--- src/rtl/amber128_bundle_sequencer_pkg.sv ---
// ---------------------------------------------------------------------------
// amber128_bundle_sequencer_pkg
// Shared constants and types for the amber128 fetch-to-decode bundle
// sequencer: default bundle geometry, the issued-slot record that feeds the
// decode stage, and a small index-width helper.
// ---------------------------------------------------------------------------
package amber128_bundle_sequencer_pkg;

  localparam int AMBER128_BUNDLE_W   = 128;
  localparam int AMBER128_SLOT_COUNT = 5;
  localparam int AMBER128_SLOT_W     = 24;

  // One issued slot in the default 5 x 24-bit format (feeds amber128_decode_s).
  typedef struct packed {
    logic        valid;
    logic [63:0] pc_word_addr;
    logic [2:0]  slot_idx;
    logic [23:0] payload;
    logic        last;
  } amber128_slot_s;

  // Slot index width, never narrower than one bit.
  function automatic int idx_width(input int n);
    return (n > 1) ? $clog2(n) : 1;
  endfunction

endpackage

--- src/rtl/amber128_bundle_sequencer_if.sv ---
// ---------------------------------------------------------------------------
// amber128_bundle_sequencer_if
// Fetch-side and slot-side handshake bundle of the sequencer.
//   slave  : sequencer view (takes fetch bundles, issues slots)
//   master : environment view (offers fetch bundles, consumes slots)
// Signals: fetch_valid_i/fetch_ready_o/fetch_addr_i/fetch_bundle_i,
//          slot_valid_o/slot_ready_i/slot_pc_o/slot_idx_o/slot_payload_o/
//          slot_last_o
// ---------------------------------------------------------------------------
interface amber128_bundle_sequencer_if #(
  parameter int BUNDLE_W = 128,
  parameter int SLOT_W   = 24,
  parameter int IDX_W    = 3
);
  logic                fetch_valid_i;
  logic                fetch_ready_o;
  logic [63:0]         fetch_addr_i;
  logic [BUNDLE_W-1:0] fetch_bundle_i;
  logic                slot_valid_o;
  logic                slot_ready_i;
  logic [63:0]         slot_pc_o;
  logic [IDX_W-1:0]    slot_idx_o;
  logic [SLOT_W-1:0]   slot_payload_o;
  logic                slot_last_o;

  modport slave (
    input  fetch_valid_i, fetch_addr_i, fetch_bundle_i, slot_ready_i,
    output fetch_ready_o, slot_valid_o, slot_pc_o, slot_idx_o,
           slot_payload_o, slot_last_o
  );

  modport master (
    output fetch_valid_i, fetch_addr_i, fetch_bundle_i, slot_ready_i,
    input  fetch_ready_o, slot_valid_o, slot_pc_o, slot_idx_o,
           slot_payload_o, slot_last_o
  );
endinterface

--- src/rtl/amber128_bundle_fifo.sv ---
// ---------------------------------------------------------------------------
// amber128_bundle_fifo
// Bundle storage for the sequencer: QDEPTH entries of {addr, data, mask}.
// The head mask is writable so the sequencer can retire slots in place.
// Ports: clk_i, rst_ni (sync, active-low), flush_i, push_i/push_*,
//        pop_i, mask_we_i/mask_wdata_i (head mask update),
//        count_o, empty_o, head_addr_o, head_data_o, head_mask_o
// Callers never push when full, never pop/write the mask when empty, and
// never push or write the mask during flush.
// ---------------------------------------------------------------------------
module amber128_bundle_fifo
  import amber128_bundle_sequencer_pkg::*;
#(
  parameter  int QDEPTH = 2,
  parameter  int DATA_W = 120,
  parameter  int MASK_W = 5,
  localparam int CNT_W  = $clog2(QDEPTH + 1),
  localparam int PTR_W  = (QDEPTH > 1) ? $clog2(QDEPTH) : 1
) (
  input  logic              clk_i,
  input  logic              rst_ni,
  input  logic              flush_i,
  input  logic              push_i,
  input  logic [63:0]       push_addr_i,
  input  logic [DATA_W-1:0] push_data_i,
  input  logic [MASK_W-1:0] push_mask_i,
  input  logic              pop_i,
  input  logic              mask_we_i,
  input  logic [MASK_W-1:0] mask_wdata_i,
  output logic [CNT_W-1:0]  count_o,
  output logic              empty_o,
  output logic [63:0]       head_addr_o,
  output logic [DATA_W-1:0] head_data_o,
  output logic [MASK_W-1:0] head_mask_o
);

  logic [63:0]       r_addr [QDEPTH];
  logic [DATA_W-1:0] r_data [QDEPTH];
  logic [MASK_W-1:0] r_mask [QDEPTH];
  logic [PTR_W-1:0]  r_rd_ptr, r_wr_ptr;
  logic [CNT_W-1:0]  r_count;

  function automatic logic [PTR_W-1:0] ptr_inc(input logic [PTR_W-1:0] p);
    return (p == PTR_W'(QDEPTH - 1)) ? '0 : p + 1'b1;
  endfunction

  // Push and head-mask writes never hit the same entry: a push needs a free
  // slot, a mask write needs an occupied head.
  always_ff @(posedge clk_i) begin
    if (push_i) begin
      r_addr[r_wr_ptr] <= push_addr_i;
      r_data[r_wr_ptr] <= push_data_i;
      r_mask[r_wr_ptr] <= push_mask_i;
    end
    if (mask_we_i) r_mask[r_rd_ptr] <= mask_wdata_i;
  end

  always_ff @(posedge clk_i) begin
    if (!rst_ni || flush_i) begin
      r_rd_ptr <= '0;
      r_wr_ptr <= '0;
      r_count  <= '0;
    end else begin
      if (push_i) r_wr_ptr <= ptr_inc(r_wr_ptr);
      if (pop_i)  r_rd_ptr <= ptr_inc(r_rd_ptr);
      r_count <= r_count + CNT_W'(push_i) - CNT_W'(pop_i);
    end
  end

  assign count_o     = r_count;
  assign empty_o     = (r_count == '0);
  assign head_addr_o = r_addr[r_rd_ptr];
  assign head_data_o = r_data[r_rd_ptr];
  assign head_mask_o = r_mask[r_rd_ptr];

endmodule

--- src/rtl/amber128_bundle_sequencer.sv ---
// ---------------------------------------------------------------------------
// amber128_bundle_sequencer
// Buffers fetch bundles and issues their flagged slots one per cycle in
// ascending order, with flush and redirect into the middle of a bundle.
// Ports: clk_i, rst_ni (sync, active-low), flush_i, redirect_slot_i,
//        bus (amber128_bundle_sequencer_if.slave: fetch + slot handshakes)
// Optional macro AMBER128_BSEQ_PERF_EN adds perf_issued_o, perf_skipped_o,
//        perf_bubble_o (32-bit wrapping counters, cleared by reset only).
// ---------------------------------------------------------------------------
module amber128_bundle_sequencer
  import amber128_bundle_sequencer_pkg::*;
#(
  parameter int BUNDLE_W   = AMBER128_BUNDLE_W,
  parameter int SLOT_COUNT = AMBER128_SLOT_COUNT,
  parameter int SLOT_W     = AMBER128_SLOT_W,
  parameter int QDEPTH     = 2,
  parameter int IDX_W      = idx_width(SLOT_COUNT)
) (
  input  logic                          clk_i,
  input  logic                          rst_ni,
  input  logic                          flush_i,
  input  logic [IDX_W-1:0]              redirect_slot_i,
  amber128_bundle_sequencer_if.slave    bus
`ifdef AMBER128_BSEQ_PERF_EN
  ,
  output logic [31:0]                   perf_issued_o,
  output logic [31:0]                   perf_skipped_o,
  output logic [31:0]                   perf_bubble_o
`endif
);

  localparam int PAY_W = SLOT_COUNT * SLOT_W;
  localparam int GAP_W = BUNDLE_W - SLOT_COUNT - PAY_W;
  localparam int CNT_W = $clog2(QDEPTH + 1);
`ifdef AMBER128_BSEQ_PERF_EN
  localparam int DATA_W = PAY_W + SLOT_COUNT;  // enqueue mask rides along
`else
  localparam int DATA_W = PAY_W;
`endif
  localparam logic [SLOT_COUNT-1:0] ALL_ONES = {SLOT_COUNT{1'b1}};

  if (GAP_W < 0) begin : g_bad_geometry
    $error("amber128_bundle_sequencer: slots plus flags exceed BUNDLE_W");
  end

  if (GAP_W > 0) begin : g_gap
    logic w_unused_gap;
    assign w_unused_gap = ^bus.fetch_bundle_i[PAY_W +: GAP_W];
  end

  logic [SLOT_COUNT-1:0] w_flags, w_enq_mask, w_head_mask, w_clr_mask, w_next_mask;
  logic [IDX_W-1:0]      r_start_idx, w_head_idx;
  logic [CNT_W-1:0]      w_count;
  logic [63:0]           w_head_addr;
  logic [DATA_W-1:0]     w_head_data, w_push_data;
  logic                  w_ready, w_push, w_pop, w_empty, w_any, w_last;
  logic                  w_slot_valid, w_slot_fire;

  assign w_flags    = bus.fetch_bundle_i[BUNDLE_W-1 -: SLOT_COUNT];
  // A start index at or beyond SLOT_COUNT shifts every bit out: bundle dropped.
  assign w_enq_mask = w_flags & (ALL_ONES << r_start_idx);
  assign w_ready    = (w_count < CNT_W'(QDEPTH)) & !flush_i;
  assign w_push     = bus.fetch_valid_i & w_ready;
`ifdef AMBER128_BSEQ_PERF_EN
  assign w_push_data = {w_enq_mask, bus.fetch_bundle_i[PAY_W-1:0]};
`else
  assign w_push_data = bus.fetch_bundle_i[PAY_W-1:0];
`endif

  always_comb begin
    w_head_idx = '0;
    for (int k = SLOT_COUNT - 1; k >= 0; k--)
      if (w_head_mask[k]) w_head_idx = IDX_W'(k);
  end

  assign w_any        = |w_head_mask;
  assign w_last       = w_any & ((w_head_mask & (w_head_mask - 1'b1)) == '0);
  assign w_slot_valid = !w_empty & w_any & !flush_i;
  assign w_slot_fire  = w_slot_valid & bus.slot_ready_i;
  assign w_clr_mask   = SLOT_COUNT'(1) << w_head_idx;
  assign w_next_mask  = w_head_mask & ~w_clr_mask;
  // Retire the head on its last slot, or after one idle cycle if nothing was
  // left to issue.
  assign w_pop = !flush_i & !w_empty & (!w_any | (w_slot_fire & (w_next_mask == '0)));

  always_ff @(posedge clk_i) begin
    if (!rst_ni)      r_start_idx <= '0;
    else if (flush_i) r_start_idx <= redirect_slot_i;
    else if (w_push)  r_start_idx <= '0;
  end

  amber128_bundle_fifo #(
    .QDEPTH (QDEPTH),
    .DATA_W (DATA_W),
    .MASK_W (SLOT_COUNT)
  ) u_fifo (
    .clk_i        (clk_i),
    .rst_ni       (rst_ni),
    .flush_i      (flush_i),
    .push_i       (w_push),
    .push_addr_i  (bus.fetch_addr_i),
    .push_data_i  (w_push_data),
    .push_mask_i  (w_enq_mask),
    .pop_i        (w_pop),
    .mask_we_i    (w_slot_fire),
    .mask_wdata_i (w_next_mask),
    .count_o      (w_count),
    .empty_o      (w_empty),
    .head_addr_o  (w_head_addr),
    .head_data_o  (w_head_data),
    .head_mask_o  (w_head_mask)
  );

  assign bus.fetch_ready_o  = w_ready;
  assign bus.slot_valid_o   = w_slot_valid;
  assign bus.slot_pc_o      = w_slot_valid ? w_head_addr : '0;
  assign bus.slot_idx_o     = w_slot_valid ? w_head_idx : '0;
  assign bus.slot_payload_o = w_slot_valid ? w_head_data[w_head_idx*SLOT_W +: SLOT_W] : '0;
  assign bus.slot_last_o    = w_slot_valid & w_last;

`ifdef AMBER128_BSEQ_PERF_EN
  logic [31:0]           r_perf_issued, r_perf_skipped, r_perf_bubble;
  logic [SLOT_COUNT-1:0] w_head_enq_mask;

  assign w_head_enq_mask = w_head_data[DATA_W-1 -: SLOT_COUNT];

  always_ff @(posedge clk_i) begin
    if (!rst_ni) begin
      r_perf_issued  <= '0;
      r_perf_skipped <= '0;
      r_perf_bubble  <= '0;
    end else begin
      if (w_slot_fire) r_perf_issued <= r_perf_issued + 32'd1;
      if (w_pop)
        r_perf_skipped <= r_perf_skipped + 32'(SLOT_COUNT - $countones(w_head_enq_mask));
      if (!w_empty && !w_slot_valid && !flush_i) r_perf_bubble <= r_perf_bubble + 32'd1;
    end
  end

  assign perf_issued_o  = r_perf_issued;
  assign perf_skipped_o = r_perf_skipped;
  assign perf_bubble_o  = r_perf_bubble;
`endif

endmodule
--- src/flat_wrapper.sv ---
// flat-port wrapper written by rule: the top's interface ports become plain ports
module amber128_bundle_sequencer_flat import amber128_bundle_sequencer_pkg::*;
#(
  parameter int BUNDLE_W   = AMBER128_BUNDLE_W,
  parameter int SLOT_COUNT = AMBER128_SLOT_COUNT,
  parameter int SLOT_W     = AMBER128_SLOT_W,
  parameter int QDEPTH     = 2,
  parameter int IDX_W      = idx_width(SLOT_COUNT)
)
  (clk_i, rst_ni, flush_i, redirect_slot_i, bus_fetch_valid_i, bus_fetch_addr_i, bus_fetch_bundle_i, bus_slot_ready_i, bus_fetch_ready_o, bus_slot_valid_o, bus_slot_pc_o, bus_slot_idx_o, bus_slot_payload_o, bus_slot_last_o);
  amber128_bundle_sequencer_if #(.BUNDLE_W(BUNDLE_W), .SLOT_W(SLOT_W), .IDX_W(IDX_W)) bus_i ();
  input  logic clk_i;
  input  logic rst_ni;
  input  logic flush_i;
  input  logic [IDX_W-1:0] redirect_slot_i;
  input wire logic [$bits(bus_i.fetch_valid_i)-1:0] bus_fetch_valid_i;
  input wire logic [$bits(bus_i.fetch_addr_i)-1:0] bus_fetch_addr_i;
  input wire logic [$bits(bus_i.fetch_bundle_i)-1:0] bus_fetch_bundle_i;
  input wire logic [$bits(bus_i.slot_ready_i)-1:0] bus_slot_ready_i;
  output wire logic [$bits(bus_i.fetch_ready_o)-1:0] bus_fetch_ready_o;
  output wire logic [$bits(bus_i.slot_valid_o)-1:0] bus_slot_valid_o;
  output wire logic [$bits(bus_i.slot_pc_o)-1:0] bus_slot_pc_o;
  output wire logic [$bits(bus_i.slot_idx_o)-1:0] bus_slot_idx_o;
  output wire logic [$bits(bus_i.slot_payload_o)-1:0] bus_slot_payload_o;
  output wire logic [$bits(bus_i.slot_last_o)-1:0] bus_slot_last_o;
  assign bus_i.fetch_valid_i = bus_fetch_valid_i;
  assign bus_i.fetch_addr_i = bus_fetch_addr_i;
  assign bus_i.fetch_bundle_i = bus_fetch_bundle_i;
  assign bus_i.slot_ready_i = bus_slot_ready_i;
  assign bus_fetch_ready_o = bus_i.fetch_ready_o;
  assign bus_slot_valid_o = bus_i.slot_valid_o;
  assign bus_slot_pc_o = bus_i.slot_pc_o;
  assign bus_slot_idx_o = bus_i.slot_idx_o;
  assign bus_slot_payload_o = bus_i.slot_payload_o;
  assign bus_slot_last_o = bus_i.slot_last_o;
  amber128_bundle_sequencer #(.BUNDLE_W(BUNDLE_W), .SLOT_COUNT(SLOT_COUNT), .SLOT_W(SLOT_W), .QDEPTH(QDEPTH), .IDX_W(IDX_W)) u_core (.clk_i(clk_i), .rst_ni(rst_ni), .flush_i(flush_i), .redirect_slot_i(redirect_slot_i), .bus(bus_i));
endmodule
--- config.mk ---
export PLATFORM = sky130hd
export DESIGN_NAME = amber128_bundle_sequencer_flat
export DESIGN_NICKNAME = d
export VERILOG_FILES = /design/src/rtl/amber128_bundle_sequencer_pkg.sv /design/src/rtl/amber128_bundle_sequencer_if.sv /design/src/rtl/amber128_bundle_fifo.sv /design/src/rtl/amber128_bundle_sequencer.sv /design/src/flat_wrapper.sv
export SDC_FILE = /design/constraint.sdc
export NUM_CORES = 1
export LEC_CHECK = 0
export ABC_AREA = 1
export CORE_ASPECT_RATIO = 1.4
export CORE_MARGIN = 2
export CORE_UTILIZATION = 45
export CTS_CLUSTER_DIAMETER = 120
export DETAILED_ROUTE_END_ITERATION = 10
export PLACE_DENSITY_LB_ADDON = 0.15
export RECOVER_POWER = 25
export SYNTH_ARGS = -nofsm -noshare
export SYNTH_HDL_FRONTEND = slang
export SYNTH_SLANG_ARGS = --single-unit
export TNS_END_PERCENT = 30
--- constraint.sdc ---
create_clock -name clk_i -period 24.8 [get_ports clk_i]
set_clock_uncertainty 0.05 [all_clocks]
set_input_delay 2.48 -clock clk_i [delete_from_list [all_inputs] [get_ports clk_i]]
set_output_delay 2.48 -clock clk_i [all_outputs]
set_load 0.01 [all_outputs]
Word level (Yosys, flattened, before mapping). Memories as Yosys holds them, arrays and structs flattened. A register that Yosys moved wholly into a read port is not among the register bits. Cells that the tools add are included. W data, S select, Z words.

Equal/unequal tests: 0. Reduce and logical (&&, ||, !) cells: 10. $lt $le $gt $ge: 1. Shifts and indexed selects: 3. Bitwise logic cells: 15. $add $sub $neg: 5. Div/mod/pow operators: 0. Multiplexer cells: 22. Multiply operators: 1.

Operators by type and width (count): $shiftx A120 B9 Y24 (1); $mux W64 (1); $mux W24 (1); $mux W3 (8); $and A5 B5 Y5 (3); $mux W1 (12); $and A1 B1 Y1 (10); $logic_not A5 Y1 (2); $mul A3 B2 Y5 const B (1); $not A5 Y5 (1); $reduce_or A5 Y1 (1); $shl A1 B3 Y5 const A (1); $shl A5 B3 Y5 const A (1); $sub A5 B1 Y5 const B (1); $logic_not A1 Y1 (4); $add A1 B1 Y1 const B (2); $add A2 B1 Y2 (1); $logic_not A2 Y1 (1); $lt A2 B2 Y1 const B (1); $reduce_bool A2 Y1 (1); $sub A2 B1 Y2 (1); $logic_or A1 B1 Y1 (1); $or A1 B1 Y1 (1).

Memories: 3. Register bits: 7. Memory bits (read-only): 0. RAM bits: 378. Logic and storage cells: 64. Bits in latches: 0. Bits of input ports: 200.

Memories: u_core.u_fifo.r_data (depth 2, bits a word 120, read ports 1, clocked after memory_dff 1, wr ports 1, line amber128_bundle_fifo.sv:38) `logic [DATA_W-1:0] r_data [QDEPTH];`; u_core.u_fifo.r_addr (depth 2, bits a word 64, read ports 1, clocked after memory_dff 1, wr ports 1, line amber128_bundle_fifo.sv:37) `logic [63:0] r_addr [QDEPTH];`; u_core.u_fifo.r_mask (depth 2, bits a word 5, read ports 1, clocked after memory_dff 1, wr ports 2, line amber128_bundle_fifo.sv:39) `logic [MASK_W-1:0] r_mask [QDEPTH];`.

Logic depth before layout (Yosys ltp).
Depth after elaboration: 14. Depth in mapped cells: 15. Depth with buffers taken out: 14.

Hierarchy. From an unflattened synthesis, not the netlist that was laid out.

Cell total of the unflattened synthesis: 1112. Area, all modules: 16468.3 um^2.

By module, submodules not included: amber128_bundle_fifo (seq. area each 11451.0 um^2, cells each 652, area each 14408.8 um^2, times used 1); amber128_bundle_sequencer (seq. area each 60.1 um^2, cells each 460, area each 2059.5 um^2, times used 1).

Least setup slack after synthesis. No wires, ideal clock.

Path kind: input-to-reg. From: in flush_i. To: mem u_core.u_fifo.r_addr[0][0], enable pin. Arrival time: 10.439 ns. Slack: 13.581 ns. Cell stages on the path: 3. Path buffers: 0. Path through: nor2_1 -> nand2_1 -> nor2_1.

Cells in the longest elaborated chain, start to end: 5.

Ends and longest elaborated chain: start, declared (line flat_wrapper.sv:14) `input logic flush_i;`; $logic_not A1 Y1 (line amber128_bundle_sequencer.sv:62) `assign w_ready = (w_count < CNT_W'(QDEPTH)) & !flush_i;`; $and A1 B1 Y1 (line amber128_bundle_sequencer.sv:62); $and A1 B1 Y1 (line amber128_bundle_sequencer.sv:63) `assign w_push = bus.fetch_valid_i & w_ready;`; $mux W1 (line amber128_bundle_fifo.sv:50) `if (push_i) begin`; $mux W1 (implied by the code) (line amber128_bundle_fifo.sv:51) `r_addr[r_wr_ptr] <= push_addr_i;`; end, declared (line amber128_bundle_fifo.sv:37).

Every way passes these cells.

==> run_results.csv <==
group,metric,value,unit
status,status,"finished, final reports clean",
final_layout,drive_gt1_share,5.51,%
grt,grt_usage,21.1,%
timing,hold_viol,0,
placed_design,gp_congestion,0.831,
grt,antenna_found_initial,14,
clocking,post_cts_buffers,0,
clocking,ctsResizeCount,0,
clocking,htree_levels,2,
yosys,synthesis.area,15700,µm²
floorplanning,initial_core_util,45.9,%
timing,max_freq,0.131,GHz
clocking,clk_pin_slew,0.06,ns
drt,wl_per_cell,18.6,µm
timing,setup-tns-final,0,ns
worst_setup_path,cp-end-kind,"output port",
timing,timing.max_slew.rel_slack,30.3,%
grt,grt_pass1_vias,10800,
grt,grt_max_degree,118,
clocking,numCtsBuffers,39,
floorplanning,die_y,225,µm
floorplanning,rows,80,
floorplanning,io_pins,294,
pwr,power.density,71.0,nW/µm²
clocking,clock_latency,0.53,ns
drt,initialDrtViolationCount,690,
timing,slew_violations,0,
floorplanning,core,34200,µm²
timing,rsz0062_at_grt,"no",
timing,finalSetupViolations,0,
placed_design,portBuffers,290,
drt,vias,10800,
hold_path,hp-class,"register to register",
floorplanning,dieArea,36400,µm²
floorplanning,die_x,162,µm
worst_setup_path,critical_path_class,"register to output port",
yosys,ys_ff_latch,386,
placed_design,hpwlAfterDp,23200,µm
drt,antenna_left,0,
worst_setup_path,cp_max_fo,101,
pwr,ir_worst_vdd,0.0622,mV
pwr,p_leak,0.00738,µW
worst_setup_path,startpoint_type,"register",
final_layout,most-common-layout-cells,"378 x nand2_1, 378 x edfxtp_1, 231 x nor2_1, 181 x clkdlybuf4s50_1, 123 x nand3_1",
yosys,synthesis.instances,1356,
worst_setup_path,cp.arrival,5.11,ns
yosys,synth_seq_area_share,73.3,%
yosys,yosysTopAreaCell,"edfxtp_1",
yosys,synthesis.nets,1558,
clocking,root_buffer,"clkbuf_16",
timing,period_share,30.8,%
flow_run,cap_violations,0,
yosys,synth.area.top_cells,"edfxtp_1 72%, nand2_1 9.1%, nor2_1 5.5%",
clocking,clock-sinks,386,
final_layout,nFillCells,2871,
grt,grt_pass1_wl,59100,µm
yosys,ys_warn_count,0,
final_layout,instances_no_fill,2110,
placed_design,pre_cts_ws,17.19,ns
drt,drtPass1Iterations,5,
clocking,clk_path_buf_depth,3,
final_layout,design_area,20200,µm²
placed_design,dpl_cell_area,18900,µm²
yosys,yosys.area.top_type_share,72.3,%
timing,period_minus_slack,7.64,ns
drt,remaining_drc_errors,0,
grt,grt_overflow,0,
timing,worst_slack,17.16,ns
clocking,hold_buffers,0,
final_layout,area_growth,28.6,%
placed_design,placedCellCount,2033,
yosys,syn_avg_cell_area,11.6,µm²
drt,via_per_inst,5.12,
worst_setup_path,worstPathRequired,22.27,ns
drt,wl,39200,µm
yosys,synth_cell_type_count,31,
final_layout,fin_nets,1825,
clocking,cts_tree,"yes",
timing,tightest_slew,1.04,ns
[critical path, cell delays in order, from the launching register on]
cell and delay, ns:
dfxtp_4 0.48, inv_6 0.63, nand2_2 0.17, nand2_4 0.62
nand2_4 0.15, nor2_4 0.16, nand2_2 0.47, inv_2 0.76
nand2_1 0.19, a21oi_1 0.31, clkdlybuf4s50_1 0.60
[where the power goes]
part	internal [µW]	total (µW)	leakage, µW	switching (µW)
Sequential	737	741	0.00354	4.30
Combinational	41.8	92.7	0.00320	50.9
Clock	364	599	0.000637	235
[kinds of logic (layout without fill, tap and decap cells)]
logic type,Yosys count,count (layout),synth area share (%)
XOR/XNOR,1,1,0.0558
flip-flops,386,386,73.3
AND/OR/NAND/NOR,761,761,19.8
AO/OA/AOI/OAI,106,106,3.41
adder cells (fa/ha/maj),2,2,0.159
buffers and inverters,100,396,3.25
other,0,7,0
[per-stage QoR]
| step | power, µW | utilization, % | hold WS (ns) |
|---|---|---|---|
| floorplan | 800 | - | 0.397 |
| global placement | 849 | 55.1 | 0.413 |
| detailed placement | 852 | 55.1 | 0.435 |
| CTS | 1450 | 58.9 | 0.446 |
| global route | 1480 | 59.0 | 0.476 |
| finish | 1430 | 59.0 | 0.441 |
[Yosys cell counts, drive strengths merged]
master	number
nand2	394
edfxtp	378
nor2	234
nand3	124
a21oi	94
buf	66
inv	26
o21ai	10
clkbuf	8
dfxtp	8
or2	3
a21boi	2
ha	2
nand4	2
nor3b	2
and2	1
nor3	1
xnor2	1
[registers in the layout (all words and copies together) (netlist names), named ones only]
| name | count |
|---|---|
| u_core.u_fifo.r_addr | 128 |
| u_core.u_fifo.r_wr_ptr | 1 |
| u_core.u_fifo.count_o | 2 |
| u_core.u_fifo.r_rd_ptr | 1 |
| u_core.u_fifo.r_data | 240 |
| u_core.r_start_idx | 3 |
| u_core.u_fifo.r_mask | 10 |
[final timing paths]
| check | start | end | slack, ns | depth (start not counted) |
|---|---|---|---|---|
| max | register | bus_slot_payload_o[1] | 17.16 | 10 |
| min | u_core.r_start_idx[0]$_SDFFE_PN0P_ | u_core.r_start_idx[0]$_SDFFE_PN0P_ | 0.44 | 2 |
| max reg2reg | register | u_core.u_fifo.r_mask[0][4]$_DFFE_PP_ | 21.10 | 10 |
| min reg2reg | u_core.r_start_idx[0]$_SDFFE_PN0P_ | u_core.r_start_idx[0]$_SDFFE_PN0P_ | 0.44 | 2 |
[metal layers]
layer	vias to the layer above	track usage (%)	routed length [µm]
li1	5187	-	-
met1	5184	24.6	15000
met2	329	37.3	20300
met3	85	5.48	2670
met4	8	7.99	1150
met5	-	0	50
[layout make-up]
class	instances	area [µm²]	share of cell area, %
clock buffers	48	1050	5.21
inverters	26	110	0.546
diodes	7	17.5	0.0868
well taps	451	564	2.80
multi-input cells	870	3690	18.3
repair buffers	300	2980	14.8
clock inverters	22	253	1.25
flip-flops and latches	386	11500	57.0
Note: power is estimated with default switching activity, not from simulation.
